## src/rtl/maxpool_if.sv

```systemverilog
// ---------------------------------------------------------------------------
// maxpool_if
// Stream bundle for the max-pool stage: an input sample stream (x_*) and an
// output result stream (y_*), both valid/ready.
//   x_data  [T]  signed input sample        x_valid / x_ready : input handshake
//   y_data  [T]  signed pooled max          y_valid / y_ready : output handshake
// Modports:
//   slave  : the pool stage (consumes x, produces y)
//   master : the environment around it (produces x, consumes y)
// ---------------------------------------------------------------------------
interface maxpool_if #(
   parameter int T = 16
);
   logic [T-1:0] x_data;
   logic         x_valid;
   logic         x_ready;
   logic [T-1:0] y_data;
   logic         y_valid;
   logic         y_ready;

   modport slave (
      input  x_data, x_valid, y_ready,
      output x_ready, y_data, y_valid
   );

   modport master (
      output x_data, x_valid, y_ready,
      input  x_ready, y_data, y_valid
   );
endinterface

```

## src/rtl/maxpool_stage.sv

```systemverilog
// ---------------------------------------------------------------------------
// maxpool_stage
// Streaming 1-D max-pool: emits the signed maximum of each non-overlapping
// window of POOL samples within a vector of SIZE_IN samples. Samples past the
// last whole window of a vector are accepted and dropped. Results go through
// a 2-entry FIFO with a registered head so the output tolerates back-pressure
// while input still flows at one sample per cycle.
// Ports:
//   clk    : clock, rising edge
//   reset  : synchronous, active-high; clears all window state and the FIFO
//   bus    : maxpool_if.slave (x_data/x_valid/x_ready in, y_data/y_valid/y_ready out)
// ---------------------------------------------------------------------------
module maxpool_stage #(
   parameter int T       = 16,
   parameter int POOL    = 2,
   parameter int SIZE_IN = 64
) (
   input  logic      clk,
   input  logic      reset,
   maxpool_if.slave  bus
);
   localparam int NUM_OUT = SIZE_IN / POOL;
   localparam int LIMIT   = NUM_OUT * POOL;
   // One extra count of headroom so LIMIT (which may equal SIZE_IN) fits.
   localparam int IW      = $clog2(SIZE_IN + 1);
   localparam int WW      = $clog2(POOL);

   localparam logic [IW-1:0] IN_LAST  = IW'(SIZE_IN - 1);
   localparam logic [IW-1:0] IN_LIMIT = IW'(LIMIT);
   localparam logic [WW-1:0] WIN_LAST = WW'(POOL - 1);

   logic [IW-1:0]       in_cnt_reg,  in_cnt_next;
   logic [WW-1:0]       win_cnt_reg, win_cnt_next;
   logic signed [T-1:0] acc_reg,     acc_next;
   logic signed [T-1:0] head_reg,    head_next;
   logic signed [T-1:0] tail_reg,    tail_next;
   logic [1:0]          count_reg,   count_next;

   logic signed [T-1:0] x_s;
   logic signed [T-1:0] max_val;
   logic                accept;
   logic                pop;
   logic                push;

   assign x_s = $signed(bus.x_data);

   // Ready depends only on the registered occupancy, so it never forms a
   // combinational path from y_ready or x_valid.
   assign bus.x_ready = ~reset & (count_reg != 2'd2);
   assign bus.y_valid = (count_reg != 2'd0);
   assign bus.y_data  = bus.y_valid ? head_reg : '0;

   assign accept = bus.x_valid & bus.x_ready;
   assign pop    = bus.y_valid & bus.y_ready;

   // Ties keep the accumulator; the value is the same either way.
   assign max_val = (x_s > acc_reg) ? x_s : acc_reg;

   assign push = accept && (in_cnt_reg < IN_LIMIT) && (win_cnt_reg == WIN_LAST);

   // Window and vector position tracking.
   always_comb begin
      in_cnt_next  = in_cnt_reg;
      win_cnt_next = win_cnt_reg;
      acc_next     = acc_reg;
      if (accept) begin
         if (in_cnt_reg < IN_LIMIT) begin
            if (win_cnt_reg == '0) begin
               acc_next     = x_s;
               win_cnt_next = win_cnt_reg + WW'(1);
            end else if (win_cnt_reg == WIN_LAST) begin
               win_cnt_next = '0;
            end else begin
               acc_next     = max_val;
               win_cnt_next = win_cnt_reg + WW'(1);
            end
         end
         // Last sample of the vector realigns the window for the next one.
         if (in_cnt_reg == IN_LAST) begin
            in_cnt_next  = '0;
            win_cnt_next = '0;
         end else begin
            in_cnt_next = in_cnt_reg + IW'(1);
         end
      end
   end

   // Two-entry FIFO with the head held in its own register so y_data comes
   // straight from a flop.
   always_comb begin
      head_next  = head_reg;
      tail_next  = tail_reg;
      count_next = count_reg;
      case ({push, pop})
         2'b10: begin
            if (count_reg == 2'd0) head_next = max_val;
            else                   tail_next = max_val;
            count_next = count_reg + 2'd1;
         end
         2'b01: begin
            head_next  = tail_reg;
            count_next = count_reg - 2'd1;
         end
         2'b11: begin
            // Occupancy stays put; the new result slots in behind the head.
            if (count_reg == 2'd1) begin
               head_next = max_val;
            end else begin
               head_next = tail_reg;
               tail_next = max_val;
            end
         end
         default: ;
      endcase
   end

   always_ff @(posedge clk) begin
      if (reset) begin
         in_cnt_reg  <= '0;
         win_cnt_reg <= '0;
         acc_reg     <= '0;
         head_reg    <= '0;
         tail_reg    <= '0;
         count_reg   <= '0;
      end else begin
         in_cnt_reg  <= in_cnt_next;
         win_cnt_reg <= win_cnt_next;
         acc_reg     <= acc_next;
         head_reg    <= head_next;
         tail_reg    <= tail_next;
         count_reg   <= count_next;
      end
   end
endmodule
```

## src/flat_wrapper.sv

```systemverilog
// flat-port wrapper written by rule: the top's interface ports become plain ports
module maxpool_stage_flat 
#(
   parameter int T       = 16,
   parameter int POOL    = 2,
   parameter int SIZE_IN = 64
)
  (clk, reset, bus_x_data, bus_x_valid, bus_y_ready, bus_x_ready, bus_y_data, bus_y_valid);
  maxpool_if #(.T(T)) bus_i ();
  input  logic clk;
  input  logic reset;
  input wire logic [$bits(bus_i.x_data)-1:0] bus_x_data;
  input wire logic [$bits(bus_i.x_valid)-1:0] bus_x_valid;
  input wire logic [$bits(bus_i.y_ready)-1:0] bus_y_ready;
  output wire logic [$bits(bus_i.x_ready)-1:0] bus_x_ready;
  output wire logic [$bits(bus_i.y_data)-1:0] bus_y_data;
  output wire logic [$bits(bus_i.y_valid)-1:0] bus_y_valid;
  assign bus_i.x_data = bus_x_data;
  assign bus_i.x_valid = bus_x_valid;
  assign bus_i.y_ready = bus_y_ready;
  assign bus_x_ready = bus_i.x_ready;
  assign bus_y_data = bus_i.y_data;
  assign bus_y_valid = bus_i.y_valid;
  maxpool_stage #(.T(T), .POOL(POOL), .SIZE_IN(SIZE_IN)) u_core (.clk(clk), .reset(reset), .bus(bus_i));
endmodule
```

## config.mk

```make
export PLATFORM = sky130hd
export DESIGN_NAME = maxpool_stage_flat
export DESIGN_NICKNAME = d
export VERILOG_FILES = /design/src/rtl/maxpool_if.sv /design/src/rtl/maxpool_stage.sv /design/src/flat_wrapper.sv
export SDC_FILE = /design/constraint.sdc
export NUM_CORES = 1
export LEC_CHECK = 0
export ABC_AREA = 1
export CORE_UTILIZATION = 65
export CTS_BUF_LIST = sky130_fd_sc_hd__clkbuf_16
export CTS_CLUSTER_SIZE = 28
export DETAILED_ROUTE_END_ITERATION = 8
export DONT_BUFFER_PORTS = 1
export HOLD_SLACK_MARGIN = 0.06
export PLACE_DENSITY = 0.81
export SETUP_SLACK_MARGIN = 0.15
export SLEW_MARGIN = 25
export SYNTH_ARGS = -nofsm -noshare
export SYNTH_HDL_FRONTEND = slang
export SYNTH_SLANG_ARGS = --single-unit
```

## constraint.sdc

```tcl
create_clock -name clk -period 5.7 [get_ports clk]
set_clock_uncertainty 0.2 [all_clocks]
set_input_delay 0.855 -clock clk [delete_from_list [all_inputs] [get_ports clk]]
set_output_delay 0.855 -clock clk [all_outputs]
set_load 0.01 [all_outputs]
```

== Yosys cells after proc, flatten, opt, wreduce, memory -nomap -nowiden ==
Cells that the tools add are included.

* Add/sub/neg operators: 4
* Bitwise gates (word level): 5
* Magnitude comparators: 2
* Reductions and logical operators: 12
* Muxes and demuxes: 13
* Equality and inequality tests: 9

{| class="wikitable"
|+ Operators by type and width
! kind !! count
|-
| $mux 16 || 6
|-
| $pmux 16 s3 || 1
|-
| $pmux 16 s2 || 1
|-
| $gt 16x16->1 || 1
|-
| $reduce_bool 2->1 || 4
|-
| $add 7x1->7 const B || 1
|-
| $eq 7x6->1 const B || 1
|-
| $lt 7x7->1 const B || 1
|-
| $mux 7 || 1
|-
| $ne 2x2->1 const B || 3
|-
| $reduce_and 3->1 || 2
|-
| $eq 2x1->1 const B || 2
|-
| $eq 2x2->1 const B || 2
|-
| $pmux 2 s2 || 1
|-
| $reduce_and 2->1 || 2
|-
| $and 1x1->1 || 3
|-
| $mux 1 || 3
|-
| $reduce_bool 3->1 || 1
|-
| $add 2x1->2 const B || 1
|-
| $logic_and 1x1->1 || 2
|-
| $logic_not 2->1 || 1
|-
| $ne 2x1->1 const B || 1
|-
| $not 1->1 || 2
|-
| $sub 2x1->2 const B || 1
|-
| $add 1x1->1 const B || 1
|}

* Input bits: 20
* Logic and storage cells: 51
* Register bits after elaboration: 58

== Longest topological paths before layout ==
Gate-level depths: netlist of run 1.

* Word-level depth: 8
* Gate-level depth with buffers: 19

== Worst setup path after synthesis of run 1 ==
Ideal clock, no wire load.

* Path kind: input-to-reg
* Start: in reset
* End: reg u_core.tail_reg[10]
* Data required time: 5.444 ns
* Arrival time: 2.519 ns
* Path slack: 2.925 ns
* Cell stages on the path: 13
* Path buffers: 2
* Setup time: 0.056 ns
* Path through: buf_4 > nor2_4 > nand2_2 > nor2_1 > nand2_1 > inv_2 > ha_1 > o21ai_0 > a21oi_1 > clkbuf_1 > o21a_1 > nand2_1 > inv_1

* Longest elaborated chain between the ends: 8
* Elaborated cells between the ends (all ways): 12

{| class="wikitable"
|+ Ends and longest elaborated chain
! item !! line !! source
|-
| start: declaration || flat_wrapper.sv:11 || <nowiki>input logic reset;</nowiki>
|-
| $not 1->1 * || maxpool_stage.sv:49 || <nowiki>assign bus.x_ready = ~reset & (count_reg != 2'd2);</nowiki>
|-
| $and 1x1->1 * || maxpool_stage.sv:49 ||
|-
| net bus_x_ready || flat_wrapper.sv:15 || <nowiki>output wire logic [$bits(bus_i.x_ready)-1:0] bus_x_ready;</nowiki>
|-
| $and 1x1->1 * || maxpool_stage.sv:53 || <nowiki>assign accept = bus.x_valid & bus.x_ready;</nowiki>
|-
| $logic_and 1x1->1 * (2 in series) || maxpool_stage.sv:59 || <nowiki>assign push = accept && (in_cnt_reg < IN_LIMIT) && (win_cnt_reg == WIN_LAST);</nowiki>
|-
| $eq 2x2->1 || maxpool_stage.sv:94 || <nowiki>case ({push, pop})</nowiki>
|-
| $ne 2x2->1 (no line) or $reduce_bool 2->1 (tied branches) || n/a ||
|-
| $reduce_and 3->1 (no line) || n/a ||
|-
| end signal: assignment || maxpool_stage.sv:130 || <nowiki>tail_reg <= tail_next;</nowiki>
|-
| end: declaration || maxpool_stage.sv:36 || <nowiki>logic signed [T-1:0] tail_reg, tail_next;</nowiki>
|}

Mark *: on every way through the listed nets, which the timed path passes. The rest lies on a longest branch.
A chain may end at the register's enable or synchronous reset.

== Worst setup path after layout of run 1 ==
* Start: reg u_core.count_reg[0]
* End: reg u_core.tail_reg[3]

* Elaborated cells between the ends (all ways): 16

{| class="wikitable"
|+ RTL lines
! item !! line !! source
|-
| start: declaration || maxpool_stage.sv:37 || <nowiki>logic [1:0] count_reg, count_next;</nowiki>
|-
| start signal: assignment || maxpool_stage.sv:131 || <nowiki>count_reg <= count_next;</nowiki>
|-
| $reduce_bool 2->1 * || maxpool_stage.sv:50 || <nowiki>assign bus.y_valid = (count_reg != 2'd0);</nowiki>
|-
| net bus_y_valid || flat_wrapper.sv:17 || <nowiki>output wire logic [$bits(bus_i.y_valid)-1:0] bus_y_valid;</nowiki>
|-
| $and 1x1->1 * || maxpool_stage.sv:54 || <nowiki>assign pop = bus.y_valid & bus.y_ready;</nowiki>
|-
| $eq 2x2->1 || maxpool_stage.sv:94 ||
|-
| $ne 2x2->1 (no line) or $reduce_bool 2->1 (tied branches) || n/a ||
|-
| $reduce_and 3->1 (no line) || n/a ||
|}

Marks and branches as above.

==> run_results.csv, run 1 <==
group,metric,value,unit
yosys,synthArstFlopShare,0,%
yosys,synth_ff_type,"dfxtp_1",
yosys,synth_common_cells,"nand2_1 (83), inv_1 (80), dfxtp_1 (58), a21oi_1 (49), o21ai_0 (35)",
power_and_ir_drop,p_comb_share,34.7,%
yosys,synth-xor-area-share,0.762,%
yosys,yosysMostFrequentCell,"nand2_1",
sta,hold_viol,0,
critical_path,crit_path_start,"u_core.count_reg[0]$_SDFFE_PP0P_",
yosys,synth_area_per_cell,7.20,um2
clock_tree,numCtsBuffers,9,
floorplan,rows,26,
cells_and_area,nets,513,
clock_tree,root_buffer,"clkbuf_16",
outcome,status,"complete, no violations",
critical_path,r2r_cells,13,
yosys,muxShareOfSynthArea,0,%
clock_tree,cts_setup_buffers,0,
yosys,ys_seq_elements,58,
power_and_ir_drop,internal_power,1.05,mW
detailed_routing,drc,0,
global_routing,grt_pass1_wl,11.7,mm
detailed_routing,viasPerCell,5.30,
power_and_ir_drop,clkPwrFrac,33.3,%
global_routing,antenna_found_initial,0,
sta,rsz0062_at_grt,"false",
floorplan,die_h,74.8,um
yosys,ys_seq_area_share,33.7,%
clock_tree,clk_pin_slew,0.05,ns
yosys,synth-edff-count,0,
power_and_ir_drop,p_leak,1.76,nW
critical_path,crit_fanout,32,
clock_tree,cts_sinks,58,
clock_tree,cts_hold_buf,0,
critical_path,cpPeakStageDelay,0.64,ns
cells_and_area,syn2layout_area_growth,8.74,%
critical_path,critPathKind,"reg -> reg",
yosys,synth_fa_ha_area_share,8.35,%
sta,tightest_slew,0.901,ns
floorplan,core,0.00511,mm2
yosys,ys_types,29,
power_and_ir_drop,power_frac_seq,32.0,%
cells_and_area,seq_area,0.00116,mm2
sta,slew-limit-headroom,39.8,%
global_routing,overflow,0,
yosys,syn_inst,479,
floorplan,dieWidth,74.8,um
critical_path,cp-end-kind,"register",
run,cap_violations,0,
critical_path,reg2reg_slack,2.66,ns
critical_path,timing.rr.start,"u_core.count_reg[0]$_SDFFE_PP0P_",
global_routing,grt_max_degree,52,
critical_path,cp_cell_sequence,"inv_1 -> ha_1 -> inv_1 -> nand2_1 -> inv_1 -> ha_1 -> nand2_1 -> o21ai_0 -> a21oi_2 -> buf_4 -> nand2_1 -> nand2_1 -> inv_1",
cells_and_area,fillers,434,
power_and_ir_drop,power_switching_share,37.2,%
yosys,syn_area,0.00345,mm2
power_and_ir_drop,total_power,1.67,mW
sta,finalCritPeriodShare,53.3,%
sta,maxClockFrequency,329,MHz
cells_and_area,multi_input_area,0.00187,mm2
critical_path,worstSetupStartpointType,"register",
yosys,synth_top_area_share,33.7,%
clock_tree,tritoncts,"done",
clock_tree,cts_resized,0,
power_and_ir_drop,netSwitchingPower,0.621,mW
critical_path,slowest_stage,"ha_1",
detailed_routing,vias,2888,
floorplan,start_util,67.5,%
clock_tree,clk_path_buf_depth,2,
detailed_routing,drtIter0Drc,184,
floorplan,ios,38,
detailed_routing,ant_nets,0,
yosys,synth-simple-area-share,25.4,%
power_and_ir_drop,ir_worst_vdd,0.226,mV
worst_hold_path,min-delay-start,"u_core.in_cnt_reg[6]$_SDFFE_PP0P_",
yosys,synth-compound-area-share,19.5,%
detailed_routing,first_pass_iters,4,
yosys,synth_top_family_by_area,"simple AND/OR/NAND/NOR gates",
detailed_routing,wl_per_cell,13.5,um
sta,fin_crit,3.04,ns
floorplan,dieArea,0.00560,mm2
detailed_routing,wirelength,7.34,mm
place,gp_congestion,0.787,
worst_hold_path,hold_class,"reg -> reg",
power_and_ir_drop,pwr_density_cell,445,mW/mm2
yosys,synth_area_leaders,"dfxtp_1 (34%), nand2_1 (9.0%), inv_1 (8.7%)",
place,io_buffers,0,
yosys,synth_top_cell_by_area,"dfxtp_1",
clock_tree,clock_latency,0.32,ns
global_routing,grt_use_total,28.3,%
sta,setup_tns,0,ns
global_routing,grt_pass1_vias,2677,
place,place_hpwl,5.11,mm
cells_and_area,drive_above_1_share,10.7,%
worst_hold_path,min_path_cells,2,
sta,finalSetupViolCount,0,
cells_and_area,antenna_cells,0,
sta,slew_viol_final,0,
yosys,ys_warn_count,0,
clock_tree,cts.htree.levels,3,
critical_path,worstPathArrival,3.06,ns
critical_path,required,5.72,ns
yosys,synth_nets,522,
-- final timing paths --
path / endpoint
worst max-delay path: u_core.tail_reg[3]$_SDFFE_PP0P_
worst min-delay path: u_core.in_cnt_reg[6]$_SDFFE_PP0P_
worst max register to register: u_core.tail_reg[3]$_SDFFE_PP0P_
worst min register to register: u_core.in_cnt_reg[6]$_SDFFE_PP0P_
-- critical path: cells and delay by family, from the launching register on --
family          cells  cell delay [ns]
simple gates        4             0.53
compound gates      2             0.21
buf+inv             5             0.78
flops               1             0.33
fa+ha+maj           2             0.87
-- kinds of logic after synthesis --
family,count (synthesis)
AOI/OAI and AO/OA,115
xor gates and xnor gates,3
adders and majority gates,23
buffers and inverters,104
DFF,58
and+or+nand+nor,176
-- routing by layer --
layer	GRT usage [%]	vias to the layer above	share of wire [%]	wire, um
met4	9.22	0	1.3	98
met3	11.2	9	5.9	432
met2	46.8	79	46	3400
met5	0	-	0	0
li1	-	1534	-	-
met1	33.5	1266	46	3410
-- layout make-up --
type                    count  share of cell area, %
clock inverters             7                   2.27
clock buffers               9                   6.01
multi-input cells         317                   49.8
well taps                  70                   2.34
inverters                  82                   8.21
repair buffers              2                  0.400
flip-flops and latches     58                   31.0
-- power groups by stage --
stage               logic [mW]  clock network [mW]  registers (mW)
finish                   0.580               0.557           0.534
CTS                      0.576               0.563           0.533
floorplan                0.490                   0           0.528
detailed placement       0.564                   0           0.540
global placement         0.546                   0           0.535
global route             0.657               0.583           0.543
-- stage by stage --
| step | setup slack (ns) | util [%] | hold slack (ns) | instances | instance area (um2) |
|---|---|---|---|---|---|
| 2_1_floorplan | 2.93 | - | 0.252 | 479 | 3450 |
| 3_3_place_gp | 2.67 | 67.3 | 0.271 | 529 | 3440 |
| 3_5_place_dp | 2.47 | 67.3 | 0.287 | 529 | 3440 |
| 4_1_cts | 2.41 | 73.4 | 0.294 | 545 | 3750 |
| 5_1_grt | 2.37 | 73.4 | 0.312 | 545 | 3750 |
| 6_report | 2.66 | 73.4 | 0.292 | 545 | 3750 |
-- placed cells by master (no fill, tap or decap), drive strengths merged --
cell,Yosys,routed
a21o,1,1
a21oi,61,61
a31oi,1,1
buf,10,2
bufinv,0,2
clkbuf,12,9
clkinv,0,3
clkinvlp,0,1
dfxtp,58,58
ha,23,23
inv,82,83
nand2,97,97
nand3,23,23
nand4,17,17
nor2,31,31
nor3,5,5
nor3b,3,3
o21a,16,16
o21ai,36,36
xor2,3,3
Power figures use the tool's default switching activity.
==> run 2, diff against run 1 <==
Settings changed: CORE_UTILIZATION 65 to 64, PLACE_DENSITY 0.81 to 0.8.
Clock period 5.7 ns to 2.9 ns, I/O delays scaled along.
==> run_results.csv, run 2 (synthesis gave the netlist of run 1 again) <==
group,metric,value,unit
floorplan,start_util,67.1,%
outcome,status,"complete, no violations",
critical_path,worstSetupStartpointType,"register",
critical_path,critPathKind,"reg -> reg",
power_and_ir_drop,p_comb_share,38.0,%
detailed_routing,wl_per_cell,13.4,um
detailed_routing,ant_nets,0,
power_and_ir_drop,netSwitchingPower,1.19,mW
sta,setup_tns,0,ns
detailed_routing,wirelength,7.35,mm
cells_and_area,fillers,432,
clock_tree,root_buffer,"clkbuf_16",
place,post-place-cells,536,
global_routing,grt_pass1_wl,12.2,mm
floorplan,dieWidth,75.4,um
place,place_hpwl,5.22,mm
clock_tree,numCtsBuffers,9,
global_routing,overflow,0,
detailed_routing,viasPerCell,5.34,
clock_tree,clk_pin_slew,0.05,ns
power_and_ir_drop,pwr_density_cell,827,mW/mm2
detailed_routing,vias,2934,
clock_tree,tritoncts,"done",
cells_and_area,layout_common_cells,"nand2_1 (82), inv_1 (80), dfxtp_1 (58)",
floorplan,dieArea,0.00569,mm2
sta,finalCritPeriodShare,84.9,%
sta,tightest_slew,0.463,ns
cells_and_area,syn2layout_area_growth,8.60,%
sta,rsz0062_at_grt,"false",
worst_hold_path,hold_class,"in -> reg",
cells_and_area,drive_above_1_share,11.3,%
power_and_ir_drop,power_frac_seq,34.1,%
place,gp_congestion,0.827,
floorplan,die_h,75.4,um
power_and_ir_drop,internal_power,1.90,mW
sta,slew_viol_final,0,
power_and_ir_drop,ir_worst_vdd,0.558,mV
power_and_ir_drop,power_switching_share,38.5,%
detailed_routing,drtIter0Drc,193,
critical_path,required,2.92,ns
power_and_ir_drop,p_leak,1.76,nW
sta,fin_crit,2.46,ns
cells_and_area,finalNonFillerCells,549,
power_and_ir_drop,clkPwrFrac,28.0,%
floorplan,core,0.00514,mm2
clock_tree,clock_latency,0.32,ns
detailed_routing,first_pass_iters,5,
clock_tree,clk_path_buf_depth,2,
sta,maxClockFrequency,406,MHz
cells_and_area,antenna_cells,0,
global_routing,grt_max_degree,49,
cells_and_area,nets,521,
global_routing,grt_use_total,28.4,%
detailed_routing,drc,0,
critical_path,worstPathArrival,2.48,ns
critical_path,cp-end-kind,"register",
sta,finalSetupViolCount,0,
floorplan,ios,38,
sta,slew-limit-headroom,69.0,%
place,dpl_cell_area,0.00349,mm2
clock_tree,cts_sinks,58,
sta,hold_viol,0,
place,io_buffers,0,
floorplan,rows,26,
run,cap_violations,0,
critical_path,crit_fanout,32,
global_routing,antenna_found_initial,0,
clock_tree,cts.htree.levels,3,
global_routing,grt_pass1_vias,2756,
cells_and_area,final_area,0.00374,mm2
cells_and_area,final_common_cell,"nand2_1",
run 2: changes by cell type in the layout (fill, tap and decap cells not counted), sizes merged:
cell         before  now
bufinv            2    0
inv              83   82
buf               2    9
clkinvlp          1    0
dlygate4sd3       0    1
run 2: power groups by stage:
stage	combinational [mW]	clock, mW	sequential (mW)
finish	1.18	0.866	1.05
global route	1.35	0.914	1.07
CTS	1.17	0.884	1.05
detailed placement	1.16	0	1.07
global placement	1.12	0	1.06
floorplan	0.962	0	1.04
run 2: critical path, cell delays in order (launching register included):
cell and delay, ns:
dfxtp_1 0.36, inv_1 0.08, ha_1 0.22, nor2_4 0.15
nand2_2 0.10, nor2_2 0.10, nand2_1 0.09, inv_2 0.11
ha_1 0.19, nand2_1 0.09, o21ai_0 0.11, a21oi_2 0.06
buf_6 0.19, o21a_1 0.19, nand2_1 0.06, inv_1 0.03
run 2: what timing repair did:
| action | 4_1_cts | 5_1_grt |
|---|---|---|
| setup endpoints to repair | 0 | 32 |
| hold buffers | 1 | 0 |
| hold endpoints to repair | 5 | 0 |
| resized for setup | 0 | 3 |
| setup buffers | 0 | 0 |
run 2: final cells by class:
type                       count  area [um2]  share of cell area (%)
inverter                      82         308                    8.22
timing repair buffer          10        81.3                    2.17
tap                           70        87.6                    2.34
clock buffer                   9         225                    6.01
clock inverter                 3        11.3                   0.301
multi-input combinational    317        1870                    49.9
sequential                    58        1160                    31.0
run 2: routing by layer:
| layer | share of wire, % | vias up | GRT usage (%) |
|---|---|---|---|
| li1 | - | 1542 | - |
| met1 | 47 | 1293 | 35.6 |
| met2 | 47 | 90 | 47.5 |
| met3 | 5.4 | 9 | 7.41 |
| met4 | 1.4 | 0 | 9.67 |
| met5 | 0 | - | 0 |
run 2: path summary, 6_finish.rpt:
| path | from | endpoint | slack (ns) | cells past startpoint |
|---|---|---|---|---|
| max | u_core.count_reg[0]$_SDFFE_PP0P_ | u_core.tail_reg[4]$_SDFFE_PP0P_ | 0.44 | 15 |
| min | reset | u_core.count_reg[1]$_SDFFE_PP0P_ | 0.09 | 3 |
| max reg2reg | u_core.count_reg[0]$_SDFFE_PP0P_ | u_core.tail_reg[4]$_SDFFE_PP0P_ | 0.44 | 15 |
| min reg2reg | u_core.acc_reg[11]$_SDFFE_PP0P_ | u_core.acc_reg[11]$_SDFFE_PP0P_ | 0.30 | 2 |
run 2: stage by stage:
step	util (%)	worst slack, ns	hold slack [ns]	total power [mW]
2_1_floorplan	-	0.473	0.252	2.00
3_3_place_gp	67.9	0.397	0.279	2.18
3_5_place_dp	67.9	0.339	0.281	2.23
4_1_cts	72.7	0.316	0.0854	3.11
5_1_grt	72.9	0.175	0.117	3.34
6_report	72.9	0.437	0.0866	3.10
